### src/rtl/bw_seq_mult.sv
// rtl/bw_seq_mult.sv - sequential Baugh-Wooley multiplier, one partial-product row per cycle
// Optional zero-operand early exit: define BW_SEQ_MULT_EARLY_EXIT_EN.
module bw_seq_mult #(
  parameter int p_width = 8
) (
  input  logic                 clk_i,
  input  logic                 reset_i,
  input  logic                 valid_i,
  output logic                 ready_o,
  input  logic [p_width-1:0]   a_i,
  input  logic [p_width-1:0]   b_i,
  input  logic                 signed_i,
  output logic                 valid_o,
  input  logic                 ready_i,
  output logic [2*p_width-1:0] product_o
);

  localparam int cw  = (p_width > 1) ? $clog2(p_width) : 1;
  localparam int pw2 = 2 * p_width;
  localparam logic [pw2-1:0] c_one  = pw2'(1);
  localparam logic [pw2-1:0] c_corr = (c_one << p_width) | (c_one << (pw2 - 1));

  typedef enum logic [1:0] {IDLE, BUSY, DONE} state_t;

  state_t             state, state_nxt;
  logic               accept;
  logic [p_width-1:0] a_q, b_q;
  logic               s_q;
  logic [cw-1:0]      cnt;
  logic [pw2-1:0]     acc;
  logic [p_width-1:0] row;
  logic [pw2-1:0]     addend;
  logic               last;
`ifdef BW_SEQ_MULT_EARLY_EXIT_EN
  logic               zero_q;
`endif

  assign last = (cnt == cw'(p_width - 1));

  always_ff @(posedge clk_i) begin
    if (reset_i) state <= IDLE;
    else         state <= state_nxt;
  end

  always_comb begin
    state_nxt = state;
    accept    = 1'b0;
    ready_o   = 1'b0;
    valid_o   = 1'b0;
    case (state)
      IDLE: begin
        ready_o = !reset_i;
        if (valid_i) begin
          accept    = 1'b1;
          state_nxt = BUSY;
        end
      end
      BUSY: begin
`ifdef BW_SEQ_MULT_EARLY_EXIT_EN
        if (last || zero_q) state_nxt = DONE;
`else
        if (last) state_nxt = DONE;
`endif
      end
      DONE: begin
        valid_o = !reset_i;
        if (ready_i) state_nxt = IDLE;
      end
      default: state_nxt = IDLE;
    endcase
  end

  // Signed rows: NAND the a-MSB term on rows 0..W-2; on the last row NAND every term but the MSB.
  always_comb begin
    row = '0;
    for (int j = 0; j < p_width; j++) begin
      row[j] = a_q[j] & b_q[cnt];
      if (s_q && ((j == p_width - 1) != last)) row[j] = ~row[j];
    end
    addend = {{p_width{1'b0}}, row} << cnt;
    if (s_q && (cnt == '0)) addend = addend + c_corr;
  end

  always_ff @(posedge clk_i) begin
    if (reset_i) begin
      a_q    <= '0;
      b_q    <= '0;
      s_q    <= 1'b0;
      cnt    <= '0;
      acc    <= '0;
`ifdef BW_SEQ_MULT_EARLY_EXIT_EN
      zero_q <= 1'b0;
`endif
    end else if (accept) begin
      a_q    <= a_i;
      b_q    <= b_i;
      s_q    <= signed_i;
      cnt    <= '0;
      acc    <= '0;
`ifdef BW_SEQ_MULT_EARLY_EXIT_EN
      zero_q <= (a_i == '0) || (b_i == '0);
`endif
    end else if (state == BUSY) begin
      cnt <= cnt + cw'(1);
`ifdef BW_SEQ_MULT_EARLY_EXIT_EN
      if (!zero_q) acc <= acc + addend;
`else
      acc <= acc + addend;
`endif
    end
  end

  assign product_o = reset_i ? '0 : acc;

endmodule
### config.mk
export PLATFORM = sky130hd
export DESIGN_NAME = bw_seq_mult
export DESIGN_NICKNAME = d
export VERILOG_FILES = /design/src/rtl/bw_seq_mult.sv
export SDC_FILE = /design/constraint.sdc
export NUM_CORES = 1
export LEC_CHECK = 0
export BUFFER_PORTS_ARGS = -buffer_cell sky130_fd_sc_hd__buf_2
export CAP_MARGIN = 10
export CELL_PAD_IN_SITES_DETAIL_PLACEMENT = 2
export CELL_PAD_IN_SITES_GLOBAL_PLACEMENT = 2
export CORE_MARGIN = 2
export CORE_UTILIZATION = 33
export CTS_BUF_LIST = sky130_fd_sc_hd__clkbuf_16
export CTS_CLUSTER_DIAMETER = 80
export DETAILED_ROUTE_END_ITERATION = 8
export PLACE_DENSITY_LB_ADDON = 0.1
export SYNTH_ARGS = -nofsm -noshare
export SYNTH_HDL_FRONTEND = slang
export SYNTH_SLANG_ARGS = --single-unit
### constraint.sdc
create_clock -name clk_i -period 5.53 [get_ports clk_i]
set_clock_uncertainty 0.05 [all_clocks]
set_input_delay 1.659 -clock clk_i [delete_from_list [all_inputs] [get_ports clk_i]]
set_output_delay 1.659 -clock clk_i [all_outputs]
set_load 0.01 [all_outputs]
Word-level counts from Yosys, hierarchy flattened
Cells that the tools add are included.
Widths: inputs -> output; s select.
{"block": "word_totals", "regBits": 38, "input_bits": 21, "out_inout_bits": 18, "word_cells": 62}
{"block": "classes", "add_sub_neg": 3, "n_lt_le_gt_ge": 1, "n_eq_ne": 6, "n_shift": 1, "n_mux": 20, "n_bitwise": 17, "n_reduce_logical": 8}
{"op": "$mux 16", "n": 2}
{"op": "$add 16x16->16", "n": 1}
{"op": "$add 16x16->16 const B", "n": 1}
{"op": "$shl 8x3->16", "n": 1}
{"op": "$mux 1", "n": 13}
{"op": "$not 1->1", "n": 9}
{"op": "$and 1x1->1", "n": 8}
{"op": "$mux 2", "n": 3}
{"op": "$ne 2x2->1 const B", "n": 3}
{"op": "$pmux 2 s3", "n": 1}
{"op": "$lt 3x4->1 const B", "n": 1}
{"op": "$add 3x1->3 const B", "n": 1}
{"op": "$bmux 1 s3", "n": 1}
{"op": "$eq 3x3->1 const B", "n": 1}
{"op": "$logic_and 1x1->1", "n": 3}
{"op": "$logic_not 3->1", "n": 1}
{"op": "$reduce_and 3->1", "n": 1}
{"op": "$eq 2x1->1 const B", "n": 1}
{"op": "$eq 2x2->1 const B", "n": 1}
{"op": "$logic_not 2->1", "n": 1}
{"op": "$reduce_or 2->1", "n": 1}
{"op": "$logic_not 1->1", "n": 1}

Longest topological paths before layout
{"block": "depth", "word_depth": 9, "ltp_mapped": 19, "depth_no_buf": 19}

Worst setup path after synthesis
OpenSTA, ideal clock, no wires.
{"block": "synth_path", "kind": "in2out", "from": "input reset_i", "to": "output product_o[15]", "arrival_time_ns": 2.317, "t_required_ns": 3.821, "setup_slack_ns": 1.504, "stages": 3, "path_buffers": 2, "cell_sequence": "clkbuf_1 > clkbuf_1 > nor2_1"}
{"block": "synth_via", "elab_chain_len": 1}
{"element": "start, declared", "line": "7", "text": "input logic reset_i,"}
{"element": "$mux 16", "line": "113", "text": "assign product_o = reset_i ? '0 : acc;"}
{"element": "end, declared", "line": "15", "text": "output logic [2*p_width-1:0] product_o"}
Every way passes these cells.

Worst setup path after layout
{"block": "layout_path", "from": "register cnt[1]", "to": "register acc[14]"}
{"block": "layout_via", "elab_chain_len": 9, "word_cells_on_any_way": 36, "cone_classes": "add/sub: 2; eq/ne: 1; shift: 1; mux: 11; bitwise: 17; reduce/logical: 4"}
{"element": "start, declared", "line": "29", "text": "logic [cw-1:0] cnt;"}
{"element": "start signal, assigned", "line": "104", "text": "cnt <= cnt + cw'(1);"}
{"element": "$bmux 1 s3", "line": "77", "text": "row[j] = a_q[j] & b_q[cnt];"}
{"element": "$mux 1 (not written as such)", "line": "77"}
{"element": "$and 1x1->1", "line": "77"}
{"element": "$not 1->1", "line": "78", "text": "if (s_q && ((j == p_width - 1) != last)) row[j] = ~row[j];"}
{"element": "$mux 1", "line": "78"}
{"element": "$shl 8x3->16", "line": "80", "text": "addend = {{p_width{1'b0}}, row} << cnt;"}
{"element": "$add 16x16->16", "line": "81", "text": "if (s_q && (cnt == '0)) addend = addend + c_corr;"}
{"element": "$mux 16 *", "line": "81"}
{"element": "$add 16x16->16 *", "line": "108", "text": "acc <= acc + addend;"}
{"element": "end signal, assigned", "line": "108"}
{"element": "end, declared", "line": "30", "text": "logic [pw2-1:0] acc;"}
Mark *: on every way between the ends. The rest lies on a longest branch, timed or not. The select of a mux whose other input is x is not followed.
A chain may end at the register's enable or synchronous reset.

==> qor.txt <==
Rows: 34
worst reg2reg startpoint: cnt[1]
Tightest Pin Transition: 0.885 ns
Area Growth Syn to Fin: 15.2%
Die Width: 98.3 um
largest net degree at the start of global routing: 21
Post-synth EDFFs: 0
vias in the first global route: 3117
cts hold-fix bufs: 0
placed cell areas: 3220 um2
Final Setup Violations: 0
CTS sink count: 38
Static Leak: 1.37 nW
Worst Path Arrival: 4.73 ns
outcome: completed
Net Count, Synth: 436
critical path launch point type: register
Slew HR: 41.0%
main flop type after synthesis: dfxtp_1
Synth cell types: 46
global-route wire length before repair: 16.0 mm
fin. max-slew vios: 0
DRT Pass-1 Iters: 4
unrepaired setup endpoints after global routing: false
post-synthesis instance area: 2940 um2
Clock Path Buffers: 2
r2r setup slk: 0.92 ns
ratio of cells with drive above 1 in the final layout: 14.6%
WL final: 9.37 mm
Wirelength per Cell: 17.6 um
Total GRT Usage: 20.1%
Worst-path clk slew: 0.06 ns
average cell area after synthesis: 7.45 um2
HPWL after DPL: 7.28 mm
Total Power: 727 uW
CP max FO: 15
Yosys reg bits: 38
highest clock rate: 217 MHz
crit path kind: register to register
total CTS buffers: 5
design area: 3380 um2
post-CTS setup buffers: 0
R2R depth: 16
sequential share of the synthesized area: 25.9%
maxcap violations: 0
Final TNS setup: 0 ns
core area: 8680 um2
Final #Nets: 465
Setup WS pre-CTS: 0.969 ns
port bufs: 38
DRT iter0 DRCs: 62
Power Density: 215 nW/um2
CP required: 5.64 ns
Max VDD drop: 95.7 uV
Crit. End Element: register
DR vias: 2920
antenna-violating nets left: 0
io pins: 39
ys async rst share: 0%
worst flop-to-flop path endpoint: acc[14]
area of the die: 9660 um2
Hold Path Depth: 2
final worst-path cycle share: 83.4%
setup ws final: 0.918 ns
Synth Warn #: 0
Hold Path End: acc[0]
post-cts sizing count: 0
CTS tree: yes
DRC: 0
RePlAce Congestion: 0.891
initial antenna violation count: 0
clk_lat worst skew: 0.28 ns
# diodes: 0
CTS Root Cell: clkbuf_16
Die Y: 98.3 um
Syn Inst Count: 394
Hold WC Path Type: register to register
fin crit period: 4.61 ns
H-tree depth: 2
Final Hold Fails: 0
grt ovf: 0
Starting Density: 33.8%
hold path start: acc[0]
vias per std cell: 5.49
-- kinds of logic after synthesis --
group	count (synthesis)	synth area share (%)
AOI/OAI and AO/OA	110	22.4
DFF	38	25.9
and+or+nand+nor	158	24.7
adders and majority gates	21	9.21
buffers and inverters	32	4.35
xor gates and xnor gates	19	5.67
muxes	16	7.76
-- power by group --
part / internal [mW] / switching [mW]
clock: 0.211 / 0.116
combinational: 0.0377 / 0.0649
sequential: 0.284 / 0.0131
-- worst max path at each step --
stage                       start       endpoint  slack, ns  depth (start not counted)
final                      cnt[1]        acc[14]       0.92                         16
after detailed placement   cnt[1]        acc[14]       0.97                         16
after global routing       cnt[1]        acc[14]       0.39                         16
after global placement     cnt[1]        acc[14]       1.09                         16
after CTS                  cnt[1]        acc[14]       0.87                         16
after floorplan           reset_i  product_o[15]       1.50                          3
-- flip-flops by register name, indices dropped and copies added, names as in the netlist --
signal  count
state       2
b_q         8
a_q         8
cnt         3
s_q         1
acc        16
-- placed cells by master (no fill, tap or decap), types with 2 or more instances in the layout --
cell type	Yosys	final
dfxtp_1	38	38
and4_1	2	2
buf_2	0	38
xor2_1	2	2
buf_4	0	6
nor3_1	7	7
ha_1	20	20
o21ai_0	14	14
nand2_1	72	72
nor2_1	28	28
o21ai_1	2	2
nand2b_1	3	3
inv_1	10	11
a211oi_1	12	12
o21bai_1	2	2
a21o_1	3	3
mux2_2	4	4
and3_1	5	5
o211ai_1	7	7
a21boi_0	3	3
nand3_1	10	10
nor3b_1	2	2
mux2i_1	7	7
clkbuf_16	0	5
and2_1	4	4
nor2b_1	17	17
a21oi_1	52	52
xnor2_1	17	17
mux4_2	4	4
a31oi_1	5	5
or3_1	5	5
-- Yosys cell counts (all sizes together), types with 8 or more instances --
cell / instances / area [um2]
nand3: 10 / 50.1
nor2b: 17 / 106
dfxtp: 38 / 761
nand2: 72 / 270
clkbuf: 17 / 63.8
nor2: 28 / 105
xnor2: 17 / 149
ha: 20 / 250
o21ai: 16 / 80.1
mux2i: 8 / 92.6
inv: 10 / 37.5
a211oi: 12 / 90.1
a21oi: 52 / 260
-- critical path, stage by stage (launching register included) --
cell and delay [ns]:
dfxtp_1 0.39, ha_1 0.24, ha_1 0.27, and2_1 0.38
or3_1 0.41, o211a_2 0.28, a21boi_0 0.21, ha_1 0.27
a31oi_1 0.19, a21boi_0 0.12, ha_1 0.35, nand2_1 0.09
a211oi_1 0.06, a2111oi_0 0.72, o31ai_1 0.18, xnor2_1 0.20
o21ai_1 0.08
-- layer usage --
| layer | routed length [um] | GRT usage (%) | part of all wire (%) | vias to the layer above |
|---|---|---|---|---|
| li1 | - | - | - | 1444 |
| met5 | 0 | 0 | 0 | - |
| met1 | 4360 | 25.3 | 47 | 1437 |
| met2 | 4730 | 36.6 | 50 | 33 |
| met4 | 97 | 4.64 | 1.0 | 0 |
| met3 | 181 | 2.36 | 1.9 | 6 |
-- area by class of cell --
class                      instances  area (um2)
inverter                          10        37.5
fill                            1052        5300
sequential                        38         761
tap                              108         135
multi-input combinational        324        2050
clock inverter                     3        41.3
timing repair buffer              44         235
clock buffer                       5         125
-- metrics by stage --
stage	utilization (%)	cells	hold slack, ns
2_1_floorplan	-	394	0.393
3_3_place_gp	37.1	524	0.413
3_5_place_dp	37.1	524	0.425
4_1_cts	39.0	532	0.434
5_1_grt	39.0	532	0.449
6_report	39.0	532	0.430
No activity file was read; power rests on OpenSTA's default activity.
